<file path="src/rtl/uart_cmd_if.sv">
// uart_cmd_if: received-byte stream from the UART receiver into the command sequencer.
interface uart_cmd_if;
  logic [7:0] rx_data;
  logic       rx_vld;
  modport master (output rx_data, rx_vld);
  modport slave (input rx_data, rx_vld);
endinterface

</file>
<file path="src/rtl/uart_cmd_ctrl.sv">
// uart_cmd_ctrl: parses A5/CMD/ADDR/DATA frames into register writes, clears and start pulses.
// Define UART_CMD_CSUM_EN to append a CSUM byte (CMD^ADDR^DATA) to every frame.
module uart_cmd_ctrl #(
  parameter int FREQ        = 50_000_000,
  parameter int N_REG       = 8,
  parameter int TIMEOUT_CYC = 50_000
) (
  input  logic               clk,
  input  logic               nrst,
  uart_cmd_if.slave          rx,
  output logic [8*N_REG-1:0] cfg_regs,
  output logic               start_pulse,
  output logic               ack,
  output logic               frame_err,
  output logic               busy
);
  typedef enum logic [2:0] {IDLE, CMD, ADDR, DATA, CSUM, EXEC} state_t;
  if (N_REG < 1 || N_REG > 16 || TIMEOUT_CYC < 2 || FREQ < 1) begin : g_param_check
    $error("uart_cmd_ctrl: parameter out of range");
  end
  state_t      state;
  logic [7:0]  cmd_q, addr_q, data_q;
  logic [31:0] gap;
  logic        frame_ok;
`ifdef UART_CMD_CSUM_EN
  logic [7:0] csum_q;
  localparam state_t AFTER_DATA = CSUM;
`else
  localparam state_t AFTER_DATA = EXEC;
`endif
  always_comb begin
    frame_ok = (cmd_q == 8'h01 && 32'(addr_q) < N_REG) || cmd_q == 8'h02 || cmd_q == 8'h03;
`ifdef UART_CMD_CSUM_EN
    frame_ok = frame_ok && csum_q == (cmd_q ^ addr_q ^ data_q);
`endif
  end
  always_ff @(posedge clk or negedge nrst)
    if (!nrst) begin
      state       <= IDLE;
      cmd_q       <= '0;
      addr_q      <= '0;
      data_q      <= '0;
`ifdef UART_CMD_CSUM_EN
      csum_q      <= '0;
`endif
      gap         <= '0;
      cfg_regs    <= '0;
      start_pulse <= 1'b0;
      ack         <= 1'b0;
      frame_err   <= 1'b0;
      busy        <= 1'b0;
    end else begin
      start_pulse <= 1'b0;
      ack         <= 1'b0;
      frame_err   <= 1'b0;
      case (state)
        IDLE: if (rx.rx_vld && rx.rx_data == 8'hA5) begin
          state <= CMD;
          busy  <= 1'b1;
          gap   <= '0;
        end
        EXEC: begin
          state       <= IDLE;
          busy        <= 1'b0;
          gap         <= '0;
          ack         <= frame_ok;
          frame_err   <= !frame_ok;
          start_pulse <= frame_ok && cmd_q == 8'h02;
          if (frame_ok && cmd_q == 8'h03) cfg_regs <= '0;
          for (int i = 0; i < N_REG; i++)
            if (frame_ok && cmd_q == 8'h01 && addr_q == 8'(i)) cfg_regs[8*i +: 8] <= data_q;
        end
        default: if (rx.rx_vld) begin
          gap <= '0;
          case (state)
            CMD:  begin cmd_q  <= rx.rx_data; state <= ADDR; end
            ADDR: begin addr_q <= rx.rx_data; state <= DATA; end
            DATA: begin data_q <= rx.rx_data; state <= AFTER_DATA; end
`ifdef UART_CMD_CSUM_EN
            default: begin csum_q <= rx.rx_data; state <= EXEC; end
`else
            default: state <= IDLE;
`endif
          endcase
        end else if (gap == 32'(TIMEOUT_CYC - 1)) begin
          // a byte landing on the terminal count takes priority over the timeout
          state     <= IDLE;
          busy      <= 1'b0;
          frame_err <= 1'b1;
          gap       <= '0;
        end else gap <= gap + 32'd1;
      endcase
    end
endmodule

</file>
<file path="src/flat_wrapper.sv">
// flat-port wrapper written by rule: the top's interface ports become plain ports
module uart_cmd_ctrl_flat 
#(
  parameter int FREQ        = 50_000_000,
  parameter int N_REG       = 8,
  parameter int TIMEOUT_CYC = 50_000
)
  (clk, nrst, cfg_regs, start_pulse, ack, frame_err, busy, rx_rx_data, rx_rx_vld);
  uart_cmd_if rx_i ();
  input  logic clk;
  input  logic nrst;
  output logic [8*N_REG-1:0] cfg_regs;
  output logic start_pulse;
  output logic ack;
  output logic frame_err;
  output logic busy;
  input wire logic [$bits(rx_i.rx_data)-1:0] rx_rx_data;
  input wire logic [$bits(rx_i.rx_vld)-1:0] rx_rx_vld;
  assign rx_i.rx_data = rx_rx_data;
  assign rx_i.rx_vld = rx_rx_vld;
  uart_cmd_ctrl #(.FREQ(FREQ), .N_REG(N_REG), .TIMEOUT_CYC(TIMEOUT_CYC)) u_core (.clk(clk), .nrst(nrst), .rx(rx_i), .cfg_regs(cfg_regs), .start_pulse(start_pulse), .ack(ack), .frame_err(frame_err), .busy(busy));
endmodule
</file>
<file path="config.mk">
export PLATFORM = sky130hd
export DESIGN_NAME = uart_cmd_ctrl_flat
export DESIGN_NICKNAME = d
export VERILOG_FILES = /design/src/rtl/uart_cmd_if.sv /design/src/rtl/uart_cmd_ctrl.sv /design/src/flat_wrapper.sv
export SDC_FILE = /design/constraint.sdc
export NUM_CORES = 1
export LEC_CHECK = 0
export CAP_MARGIN = 20
export CORE_ASPECT_RATIO = 0.5
export CORE_UTILIZATION = 30
export DETAILED_ROUTE_END_ITERATION = 12
export GPL_TIMING_DRIVEN = 0
export SLEW_MARGIN = 10
export SYNTH_ARGS = -nofsm -noshare
export SYNTH_HDL_FRONTEND = slang
export SYNTH_SLANG_ARGS = --single-unit
</file>
<file path="constraint.sdc">
create_clock -name clk -period 3.5 [get_ports clk]
set_input_delay 0.35 -clock clk [delete_from_list [all_inputs] [get_ports clk]]
set_output_delay 0.35 -clock clk [all_outputs]
set_load 0.02 [all_outputs]
</file>
==> impl_metrics.yaml, run 1 <==
timing:
  slew_headroom_pct: 41.6
  skew_ns: 0.0154
  fmax_mhz: 379
  period_needed_ns: 2.64
  setup_viol: 0
  worst_pin_slew_ns: 0.873
  period_share_pct: 75.5
  rsz0062_at_grt: "false"
  timing.hold.ws_ns: 0.452
  finalHoldViolCount: 0
  drv_slew: 0
  layout_setup_ws_ns: 0.859
floorplanning:
  core_um2: 18600
  die_h_um: 99.9
  dieArea_um2: 19800
  fp.dieW_um: 198
  ios: 79
  initial_core_util_pct: 31.0
  rows: 35
synth:
  synth_top_area_cell: "dfrtp_1"
  ys_seq_elements: 127
  syn_inst: 577
  syn_area_per_cell_um2: 9.97
  synth_area_um2: 5750
  synth_top_cells_by_area: "dfrtp_1, nand2_1, o21ai_0, mux2_2, xnor2_1"
  yosys_most_used_dff: "dfrtp_1"
  synth_async_sr_flop_share_pct: 100
  yosysSeqAreaShare_pct: 55.3
  yosysUniqueCellTypes: 48
  yosys.area.top_type_share_pct: 55.3
  syn-num-nets: 589
  ys_warn_count: 0
  synth_edf_count: 0
clock_tree:
  clk_pin_slew_worst_paths_ns: 0.06
  cts_root_buf: "clkbuf_16"
  cts_tree: "built"
  ctsResizeCount: 0
  clkLatencyLatePin_ns: 0.42
  cts_made_buffers: 17
  ctsLongestPathBuffers: 2
  cts_num_sinks: 127
  h-tree-depth: 4
placed_design:
  io_buffers: 78
  dp_slack_ns: 0.573
  hpwl_mm: 10.1
  gp_congestion: 0.783
routing:
  routed_wirelength_mm: 15.0
  viasPerCell: 4.82
  drc_errors: 0
  via_count: 4574
  first_pass_iters: 5
  wl_per_cell_um: 15.8
  drt_iter0_markers: 310
  ant_nets: 0
cells_and_area:
  area_delta_synth_final_pct: 29.2
  nNetsFinal: 688
  ff_latch_area_um2: 3180
  nFillCells: 1854
  antenna_cells: 0
  fin_util_pct: 40.0
  drive_gt1_share_pct: 11.2
  multi_input_area_um2: 2390
global_routing:
  grt_start_max_net_pins: 74
  grt-ovfl-total: 0
  globalRouteTotalUtil_pct: 16.0
  grt_pass1_vias: 4462
  grt_antenna_before_repair: 0
  grt_pass1_wl_mm: 24.1
setup_path:
  critPathMaxFanout: 10
  crit_path_end_kind: "register"
  path_class: "reg -> reg"
  arrival_ns: 2.92
  cp.required_ns: 3.78
  worst_r2r_path_depth: 7
  cp-start-kind: "register"
power_and_ir_drop:
  power_leakage_nw: 2.93
  ir_drop_mv: 0.317
  power.density_nw_per_um2: 580
job:
  cap_violations: 0
run_status:
  outcome: "completed"
worst_hold_path:
  hold_path_class: "in -> async"
==> final timing paths <==
check / from / endpoint / slack [ns]
setup / recovery: u_core.gap[0] / u_core.gap[9] / 0.86
max in group asynchronous: nrst / u_core.cfg_regs[3] / 2.30
min in group clk: u_core.cmd_q[0] / u_core.start_pulse / 0.49
hold / removal: nrst / u_core.gap[14] / 0.45
hold reg to reg: u_core.cmd_q[0] / u_core.start_pulse / 0.49
setup reg to reg: u_core.gap[0] / u_core.gap[9] / 0.86
==> logic make-up after synthesis <==
group                    synth area share [%]
XOR/XNOR                                 3.66
adder cells (fa/ha/maj)                 0.218
buffers and inverters                    3.24
AO/OA/AOI/OAI                            8.25
AND/OR/NAND/NOR                          24.9
multiplexers                             4.48
flip-flops                               55.3
==> cell usage in the layout (no fill, tap or decap), drive strengths merged, types with 2 or more instances in the layout <==
master,synthesis,final
nor3b,3,3
nand3,12,12
nand2b,4,4
nand4b,2,2
nor4,26,26
or3,7,7
dfrtp,127,127
nand3b,2,2
and4,5,5
nor2b,2,2
clkbuf,24,44
xor2,2,2
nand4,9,9
inv,7,8
a211o,2,2
clkdlybuf4s50,0,77
mux2,22,22
nand2,146,146
o21ai,72,72
o21a,2,2
nor2,29,29
xnor2,22,22
clkinv,0,5
nor3,11,11
buf,10,12
or2,2,2
or4,2,2
nor4b,5,5
clkinvlp,0,6
a21oi,6,6
==> area by class of cell <==
| class | count | area share (%) |
|---|---|---|
| clock buffer | 20 | 6.01 |
| sequential | 127 | 42.8 |
| inverter | 7 | 0.354 |
| tap | 259 | 4.36 |
| buffer | 34 | 2.16 |
| timing repair buffer | 80 | 11.0 |
| multi-input combinational | 409 | 32.1 |
| clock inverter | 12 | 1.21 |
==> critical path, stage by stage, from the launching register on <==
cell,delay [ns]
dfrtp_1,0.39
ha_1,0.27
nand4_1,0.15
nor4_1,0.21
nand4_1,0.38
a21oi_2,0.55
clkbuf_1,0.45
nor2_1,0.10
==> synthesized netlist by cell type, drive strengths merged, types with 3 or more instances <==
library cell / count
a21oi: 6
and4: 5
buf: 10
clkbuf: 24
dfrtp: 127
inv: 7
mux2: 22
nand2: 146
nand2b: 4
nand3: 12
nand4: 9
nor2: 29
nor3: 11
nor3b: 3
nor4: 26
nor4b: 5
o21ai: 72
or3: 7
xnor2: 22
==> report_power, final <==
| part | switching (mW) | internal [mW] | total, mW |
|---|---|---|---|
| clock network | 0.689 | 0.925 | 1.61 |
| registers | 0.123 | 1.64 | 1.77 |
| logic | 0.630 | 0.301 | 0.931 |
| total | 1.44 | 2.87 | 4.31 |
==> sequential cells by signal (all words and copies together), names as in the netlist <==
name,count
u_core.start_pulse,1
u_core.gap,32
u_core.busy,1
u_core.ack,1
u_core.state,3
u_core.cfg_regs,64
u_core.data_q,8
u_core.frame_err,1
u_core.addr_q,8
u_core.cmd_q,8
==> routing by layer <==
| metal | vias up | GRT usage, % | wire length, um |
|---|---|---|---|
| met5 | - | 0 | 0 |
| met4 | 0 | 5.13 | 150 |
| met3 | 13 | 3.60 | 568 |
| met2 | 81 | 25.1 | 6930 |
| met1 | 2280 | 21.9 | 7320 |
| li1 | 2200 | - | - |
==> metrics by stage <==
stage / cell area (um^2) / setup TNS [ns] / cells / power (mW)
2_1_floorplan: 5750 / 0 / 577 / 2.38
3_3_place_gp: 6860 / -377.64 / 914 / 2.71
3_5_place_dp: 6880 / 0 / 915 / 2.73
4_1_cts: 7430 / 0 / 948 / 4.35
5_1_grt: 7430 / 0 / 948 / 4.51
6_report: 7430 / 0 / 948 / 4.31
==> repair_timing <==
| item | CTS | global route |
|---|---|---|
| hold endpoints to repair | 54 | 0 |
| buffers inserted | 0 | 0 |
| hold buffers | 1 | 0 |
Power figures use the tool's default switching activity.
==> run 2, diff against run 1 <==
Clock period 3.5 ns to 2.14 ns, I/O delays scaled along.
==> run 2 against run 1 <==
  * Clock skew is 0.0016 ns lower
  * Critical path depth is 2 lower
  * Non-clock buffer count is 9 higher
  * Global-route usage is 0.075 points higher
  * Utilization is 1.2 points higher
  * Combinational power is 78% higher
  * Via count is 0.42% higher
  * Clock-buffer cell count stayed put
  * Die area stayed put
  * Final cell count is 0.95% higher
  * Design area is 3.0% higher
  * Highest routed layer unchanged
==> impl_metrics.yaml, run 2 (synthesis gave the netlist of run 1 again) <==
run_status:
  outcome: "completed"
global_routing:
  grt-ovfl-total: 0
  grt_start_max_net_pins: 74
  grt_antenna_before_repair: 0
  grt_pass1_wl_mm: 24.3
  globalRouteTotalUtil_pct: 16.0
  grt_pass1_vias: 4487
setup_path:
  critPathMaxFanout: 8
  path_class: "reg -> reg"
  crit_path_end_kind: "register"
  cp-start-kind: "register"
  arrival_ns: 2.39
  cp.required_ns: 2.48
clock_tree:
  cts_num_sinks: 127
  h-tree-depth: 4
  clk_pin_slew_worst_paths_ns: 0.06
  ctsLongestPathBuffers: 2
  cts_root_buf: "clkbuf_16"
  clkLatencyLatePin_ns: 0.42
  cts_tree: "built"
  cts_made_buffers: 17
timing:
  worst_pin_slew_ns: 0.733
  period_share_pct: 95.6
  fmax_mhz: 489
  period_needed_ns: 2.05
  setup_viol: 0
  skew_ns: 0.0138
  slew_headroom_pct: 51.1
  timing.hold.ws_ns: 0.188
  drv_slew: 0
  finalHoldViolCount: 0
power_and_ir_drop:
  p_sw_mw: 2.42
  p_sw_share_pct: 33.5
  power_leakage_nw: 3.05
  ir_drop_mv: 0.530
  p_int_mw: 4.80
  p_seq_share_pct: 40.4
  comb_power_share_pct: 23.0
  power.density_nw_per_um2: 943
  clockPowerShare_pct: 36.6
cells_and_area:
  largest_registers: "u_core.cfg_regs: 64 flops, u_core.gap: 32 flops"
  final_cell_mix: "nand2_1, dfrtp_1, clkdlybuf4s50_1, o21ai_0, nor2_1"
  fin_area_um2: 7660
  multi_input_area_um2: 2490
  layout_commonest_cell: "nand2_1"
  regMostFlops: "u_core.cfg_regs"
  drive_gt1_share_pct: 16.5
  antenna_cells: 0
  nFillCells: 1821
  nNetsFinal: 697
  ff_latch_area_um2: 3180
  area_delta_synth_final_pct: 33.2
  largest_reg_flops: 64
floorplanning:
  initial_core_util_pct: 31.0
  rows: 35
  core_um2: 18600
  ios: 79
  fp.dieW_um: 198
  dieArea_um2: 19800
  die_h_um: 99.9
worst_hold_path:
  hold_path_class: "in -> reg"
routing:
  routed_wirelength_mm: 15.1
  via_count: 4593
  drt_iter0_markers: 327
  first_pass_iters: 4
  viasPerCell: 4.80
  ant_nets: 0
  wl_per_cell_um: 15.7
  drc_errors: 0
job:
  cap_violations: 0
placed_design:
  gp_congestion: 0.783
  io_buffers: 78
  hpwl_mm: 10.1
  placedInstanceArea_um2: 6880
run 2: changes by cell type in the layout (fill, tap and decap cells not counted), moves of 4 or more:
cell,delta
clkbuf_2,+7
nor4_1,-4
buf_4,+10
clkdlybuf4s50_1,-4
clkbuf_1,-13
run 2: metrics by stage:
stage	TNS (ns)	worst slack [ns]	util [%]	instances	power [mW]
after floorplan	0	0.0221	-	577	3.90
after global placement	-571.81	-4.21	36.9	914	4.42
after detailed placement	-40.65	-0.651	37.1	915	4.47
after CTS	0	0.0150	40.7	954	7.23
after global routing	-0.0574	-0.0324	41.2	957	7.54
final	0	0.0935	41.2	957	7.22
run 2: path summary, 6_finish.rpt:
kind                            startpoint                  end  slack, ns  cells past startpoint
min reg2reg                u_core.cmd_q[0]   u_core.start_pulse       0.49                      1
max in group asynchronous             nrst  u_core.cfg_regs[47]       1.07                      3
max reg2reg                  u_core.gap[0]       u_core.gap[23]       0.09                      5
min                          rx_rx_data[1]      u_core.cmd_q[1]       0.19                      3
min in group asynchronous             nrst       u_core.gap[14]       0.32                      2
max                          u_core.gap[0]       u_core.gap[23]       0.09                      5
run 2: routing by layer:
metal  wire length, um  part of all wire (%)  vias to the layer above  GRT usage (%)
met5                 0                     0                        -              0
met4               147                  0.98                        0           5.13
met3               691                   4.6                       13           3.60
met2              7020                    47                       94           25.4
met1              7200                    48                     2269           22.0
li1                  -                     -                     2217              -
run 2: final cells by class:
cell class              instances  share of cell area [%]
flip-flops and latches        127                    41.6
multi-input cells             409                    32.6
repair buffers                 91                    12.0
clock buffers                  20                    5.83
well taps                     259                    4.23
plain buffers                  32                    2.27
clock inverters                12                    1.18
inverters                       7                   0.343
run 2: repair_timing:
action | CTS | global route
setup buffers | 8 | 3
endpoints found under the setup margin | 98 | 67
hold buffers | 1 | 0
hold endpoints to repair | 54 | 0
resized for setup | 18 | 32
gates cloned | 0 | 0
pin swaps | 5 | 10
run 2: critical path: stages, from the launching register on:
cell     delay (ns)
dfrtp_1        0.43
nand3_2        0.17
or2_4          0.34
or4b_1         0.57
or3_1          0.33
a21oi_1        0.14
run 2: power groups by stage:
stage	clock network (mW)	logic, mW	registers, mW
finish	2.64	1.66	2.92
global route	2.79	1.79	2.96
CTS	2.69	1.63	2.91
detailed placement	0	1.53	2.93
global placement	0	1.50	2.92
floorplan	0	0.996	2.90
==> variant 1 (flow settings as in run 2) <==
`TIMEOUT_CYC` is set to 50_000 in 2 places; all go to 25_000.
--- a/src/rtl/uart_cmd_ctrl.sv
+++ b/src/rtl/uart_cmd_ctrl.sv
@@ -3,7 +3,7 @@
 module uart_cmd_ctrl #(
   parameter int FREQ        = 50_000_000,
   parameter int N_REG       = 8,
-  parameter int TIMEOUT_CYC = 50_000
+  parameter int TIMEOUT_CYC = 25_000
 ) (
   input  logic               clk,
   input  logic               nrst,
--- a/src/flat_wrapper.sv
+++ b/src/flat_wrapper.sv
@@ -3,7 +3,7 @@
 #(
   parameter int FREQ        = 50_000_000,
   parameter int N_REG       = 8,
-  parameter int TIMEOUT_CYC = 50_000
+  parameter int TIMEOUT_CYC = 25_000
 )
   (clk, nrst, cfg_regs, start_pulse, ack, frame_err, busy, rx_rx_data, rx_rx_vld);
   uart_cmd_if rx_i ();
Behaviour: no difference found for any inputs over 10 cycles, from zero or initial values and one cycle with nrst low; that may be too few to reach the edited logic, so the function may still have changed.
==> variant 1 against run 2 <==
The run now ends with negative setup slack left. Clock skew increased by 0.78 ps. Routed wire length increased by 1.2%. Area after synthesis increased by 0.87%. Sequential cell count unchanged. Global-route usage about the same. Cell area increased by 4.1%. Worst setup slack got worse by 120 ps. Critical endpoint is now u_core.cfg_regs[1].
Power is not compared: it rests on default switching activity, and its combinational part moved more than twofold at a synthesized area within 25%.
==> variant 1: results <==
group,metric,value,unit
cells_and_area,num-nonclk-inverters,6,
routing,routed_wl,15.24,mm
synthesis,synth.area.top_cells,"sky130_fd_sc_hd__dfrtp_1 (55%), sky130_fd_sc_hd__nand2_1 (9.7%), sky130_fd_sc_hd__o21ai_0 (5.5%)",
cells_and_area,footprint_of_the_multi_input_gates,2582,um^2
setup_path,crit_slowest_cell,"sky130_fd_sc_hd__or4_4",
routing,first_iter_violations,348,
routing,wl_met2,7.256,mm
setup_path,crit_arrival,2490,ps
routing,post_drt_via_cell_ratio,4.889,
synthesis,yosys.area_share.xor_xnor,2.265,%
floorplan,die_x,198.6,um
cells_and_area,layout.non_clock_buffers,140,
cells_and_area,antenna-diode-count,0,
placement,placed_instance_area,6934,um^2
cells_and_area,finish.utilization,42.74,%
routing,vias,4821,
timing,setup_viol,4,
global_routing,gr-usage-met2,26.44,%
cells_and_area,comb.multi_input.count,422,
global_routing,maximum_number_of_pins_on_one_net_before_global_route_repair,87,
cells_and_area,fill_cells,1798,
setup_path,critPathLaunch,"u_core.addr_q[7]",
cells_and_area,num-nets-final,726,
placement,dp_hpwl,10.04,mm
placement,place.gp.congestion,0.7926,
timing,timing.final.ws_setup,-22.50,ps
global_routing,grt.met3_usage,3.562,%
clock_network,cts_made_buffers,17,
global_routing,met1_grt_util,21.30,%
synthesis,yosys-mux-area-fraction,4.077,%
synthesis,synth.top_cells.by_count,"sky130_fd_sc_hd__nand2_1 (150), sky130_fd_sc_hd__dfrtp_1 (127), sky130_fd_sc_hd__o21ai_0 (64)",
timing,timing.setup.tns,-40.29,ps
timing,worst_max_slew_margin_expressed_relative_to_the_limit,50.96,%
global_routing,via_count_of_the_first_global_routing_pass,4717,
synthesis,synth_compound_gate_area_share,10.63,%
cells_and_area,area.share.sequential,39.89,%
synthesis,syn-instance-count,595,
status,run_status,"complete, but fails checks",
cells_and_area,signal_buffer_area_fraction,15.74,%
synthesis,ys_seq_area_share,54.79,%
routing,drt_pass1_iterations,5,
routing,wl_met1,7.151,mm
pwr,power.internal,4404,uW
global_routing,grt_first_pass_wirelength,24.75,mm
routing,routed_length_on_met3,688,um
cells_and_area,drive_gt1_share,18.98,%
timing,worst_clock_skew,14.58,ps
placement,place_ws,-523.3,ps
status,failed_checks,"negative setup slack",
global_routing,globalRouteTotalUtil,16.04,%
hold_path,worst_hold_startpoint,"rx_rx_data[1]",
placement,placed_cells_incl_taps,933,
cells_and_area,clock_buffers_and_inverters_area_share,7.642,%
synthesis,synth.distinct_cells,46,
setup_path,critical-path-top-delay-family,"simple AND/OR/NAND/NOR gates",
setup_path,timing.critical_path.slowest_cell_delay,530,ps
setup_path,critical_path_peak_fanout,10,
synthesis,synth.net_count,607,
synthesis,yosys.area_share.adder,0.2157,%
==> variant 1: changes by cell type after synthesis, moves of 4 or more <==
| cell | delta |
|---|---|
| sky130_fd_sc_hd__and3_1 | +6 |
| sky130_fd_sc_hd__o21ai_1 | -9 |
| sky130_fd_sc_hd__nor3_1 | +4 |
| sky130_fd_sc_hd__nand2_1 | +4 |
| sky130_fd_sc_hd__nor2_1 | -5 |
| sky130_fd_sc_hd__nor4b_1 | -5 |
| sky130_fd_sc_hd__buf_4 | -7 |
| sky130_fd_sc_hd__nand3_1 | +4 |
| sky130_fd_sc_hd__a21oi_1 | +6 |
| sky130_fd_sc_hd__buf_2 | +7 |
| sky130_fd_sc_hd__xnor2_1 | -10 |
| sky130_fd_sc_hd__o21ai_0 | +11 |
==> variant 1: path summary, 6_finish.rpt <==
kind / end / slack [ps]
max in group asynchronous: u_core.cfg_regs[16] / 1100
min reg2reg: u_core.start_pulse / 460
min: u_core.cmd_q[1] / 180
max reg2reg: u_core.cfg_regs[1] / -20
min in group asynchronous: u_core.gap[5] / 300
max: u_core.cfg_regs[1] / -20
==> variant 1: what timing repair did <==
action                     in CTS  in global routing
setup endpoints to repair      91                 93
cloned                          2                  2
hold endpoints to repair       41                  0
resized for setup              36                 84
hold buffers                    1                  0
pin swaps                      11                 12
setup buffers                  13                 10
==> variant 1: power groups by stage <==
stage | clock (uW) | combinational (uW) | sequential (uW)
detailed placement | 0 | 250 | 2500
CTS | 3040 | 301 | 2450
floorplan | 0 | 134 | 2490
global route | 3150 | 335 | 2460
global placement | 0 | 237 | 2500
finish | 2990 | 306 | 2460
==> variant 1: tightest hold or removal path: cells and delay by family <==
family | cells | cell delay [ps]
buffers and inverters | 1 | 190
and+or+nand+nor | 1 | 70
AOI/OAI and AO/OA | 1 | 70
==> variant 2 (settings of run 2) <==
Without the edit above. Register the output `frame_err` once more; this adds one clock of latency there. The other outputs are not delayed to match.
--- a/src/rtl/uart_cmd_ctrl.sv
+++ b/src/rtl/uart_cmd_ctrl.sv
@@ -15,6 +15,8 @@
   output logic               busy
 );
   typedef enum logic [2:0] {IDLE, CMD, ADDR, DATA, CSUM, EXEC} state_t;
+
+  logic frame_err_s0;
   if (N_REG < 1 || N_REG > 16 || TIMEOUT_CYC < 2 || FREQ < 1) begin : g_param_check
     $error("uart_cmd_ctrl: parameter out of range");
   end
@@ -47,12 +49,12 @@
       cfg_regs    <= '0;
       start_pulse <= 1'b0;
       ack         <= 1'b0;
-      frame_err   <= 1'b0;
+      frame_err_s0 <= 1'b0;
       busy        <= 1'b0;
     end else begin
       start_pulse <= 1'b0;
       ack         <= 1'b0;
-      frame_err   <= 1'b0;
+      frame_err_s0 <= 1'b0;
       case (state)
         IDLE: if (rx.rx_vld && rx.rx_data == 8'hA5) begin
           state <= CMD;
@@ -64,7 +66,7 @@
           busy        <= 1'b0;
           gap         <= '0;
           ack         <= frame_ok;
-          frame_err   <= !frame_ok;
+          frame_err_s0 <= !frame_ok;
           start_pulse <= frame_ok && cmd_q == 8'h02;
           if (frame_ok && cmd_q == 8'h03) cfg_regs <= '0;
           for (int i = 0; i < N_REG; i++)
@@ -86,10 +88,14 @@
           // a byte landing on the terminal count takes priority over the timeout
           state     <= IDLE;
           busy      <= 1'b0;
-          frame_err <= 1'b1;
+          frame_err_s0 <= 1'b1;
           gap       <= '0;
         end else gap <= gap + 32'd1;
       endcase
     end
+  always_ff @(posedge clk) begin
+    frame_err <= frame_err_s0;
+  end
+
 endmodule
 
Function: changed (Yosys sat finds a counterexample within 10 cycles, from zero or initial values and one cycle with nrst low).
==> variant 2 against run 2 <==
Sequential cell count grew 1. Cell area is 1.1% higher. Critical endpoint is now u_core.gap[31]. Maximum frequency up 0.15%. Area after synthesis rose by 0.35%. Worst setup slack better by 3.1 ps. Total power grew 3.2%. Die area increased by 0.35%. Global-route usage about the same. Routed wire length is 1.1% lower.
==> variant 2: results <==
group,metric,value,unit
clock_network,post_cts.resized_instances,13,
synthesis,yosys-mux-area-fraction,4.467,%
setup_path,crit_arrival,2350,ps
setup_path,rr_startpoint,"u_core.gap[12]",
timing,post-route-min-period,2043,ps
routing,routed_wl,14.89,mm
synthesis,synth.net_count,590,
synthesis,synth.distinct_cells,49,
synthesis,yosys.area_share.xor_xnor,3.643,%
synthesis,synth_compound_gate_area_share,8.218,%
timing,worst_max_slew_margin_expressed_relative_to_the_limit,50.59,%
cells_and_area,drive_gt1_share,17.02,%
placement,dp_hpwl,9.916,mm
global_routing,globalRouteTotalUtil,16.07,%
cells_and_area,final_area,7741,um^2
setup_path,crit_slowest_cell,"sky130_fd_sc_hd__or4_4",
placement,place_ws,-617.8,ps
setup_path,critical_path_peak_fanout,7,
synthesis,yosys.area_share.adder,0.2168,%
pwr,max-vdd-ir-drop,0.4984,mV
cells_and_area,fill_cells,1824,
synthesis,synth.area.top_cells,"sky130_fd_sc_hd__dfrtp_1 (55%), sky130_fd_sc_hd__nand2_1 (9.5%), sky130_fd_sc_hd__o21ai_0 (4.6%)",
status,run_status,"completed",
routing,drt_pass1_iterations,5,
routing,vias,4639,
synthesis,async_reset_ff_share,99.22,%
synthesis,ys_seq_area_share,55.42,%
hold_path,worst_hold_startpoint,"rx_rx_data[3]",
timing,worst_clock_skew,12.55,ps
cells_and_area,num-nets-final,698,
## variant 2: area by class of cell
| type | instances | area share [%] |
|---|---|---|
| Timing Repair Buffer | 91 | 11.83 |
| Inverter | 7 | 0.3394 |
| Multi-Input combinational cell | 409 | 32.68 |
| Clock inverter | 15 | 1.875 |
| Tap cell | 259 | 4.186 |
| Sequential cell | 128 | 41.33 |
| Clock buffer | 17 | 5.495 |
| Buffer | 32 | 2.263 |
## variant 2: stage by stage
stage | hold slack, ps | std cells
finish | 175.5 | 958
global route | 205.6 | 958
CTS | 305.4 | 956
detailed placement | 221.0 | 916
global placement | 335.4 | 915
floorplan | -81.59 | 578
## variant 2: worst max-delay path: cells and delay by family (launching register included)
| family | cells | cell delay (ps) |
|---|---|---|
| simple gates | 4 | 1320 |
| flops | 1 | 470 |
| xor+xnor | 1 | 160 |
## variant 2: final timing paths
check	end	cells past startpoint
worst min register to register	u_core.frame_err	0
worst min-delay path	u_core.data_q[3]	2
worst max register to register	u_core.gap[31]	5
min in group asynchronous	u_core.gap[28]	2
max in group asynchronous	u_core.cfg_regs[3]	3
worst max-delay path	u_core.gap[31]	5
## variant 2: per-layer routing
layer  GRT usage [%]  vias to the layer above  share of wire, %
met5               0                        -                 0
met4           4.114                        0              0.77
met3           3.730                       14               3.8
met2           25.70                       94                47
met1           22.01                     2320                49
li1                -                     2211                 -
## variant 2: report_power, final
group | switching [uW] | total, uW | leakage [uW] | internal (uW)
Clock | 1200 | 2830 | 0.000278 | 1630
Combinational | 1080 | 1680 | 0.00109 | 603
Sequential | 232 | 2940 | 0.00172 | 2710
Total | 2510 | 7450 | 0.00309 | 4940
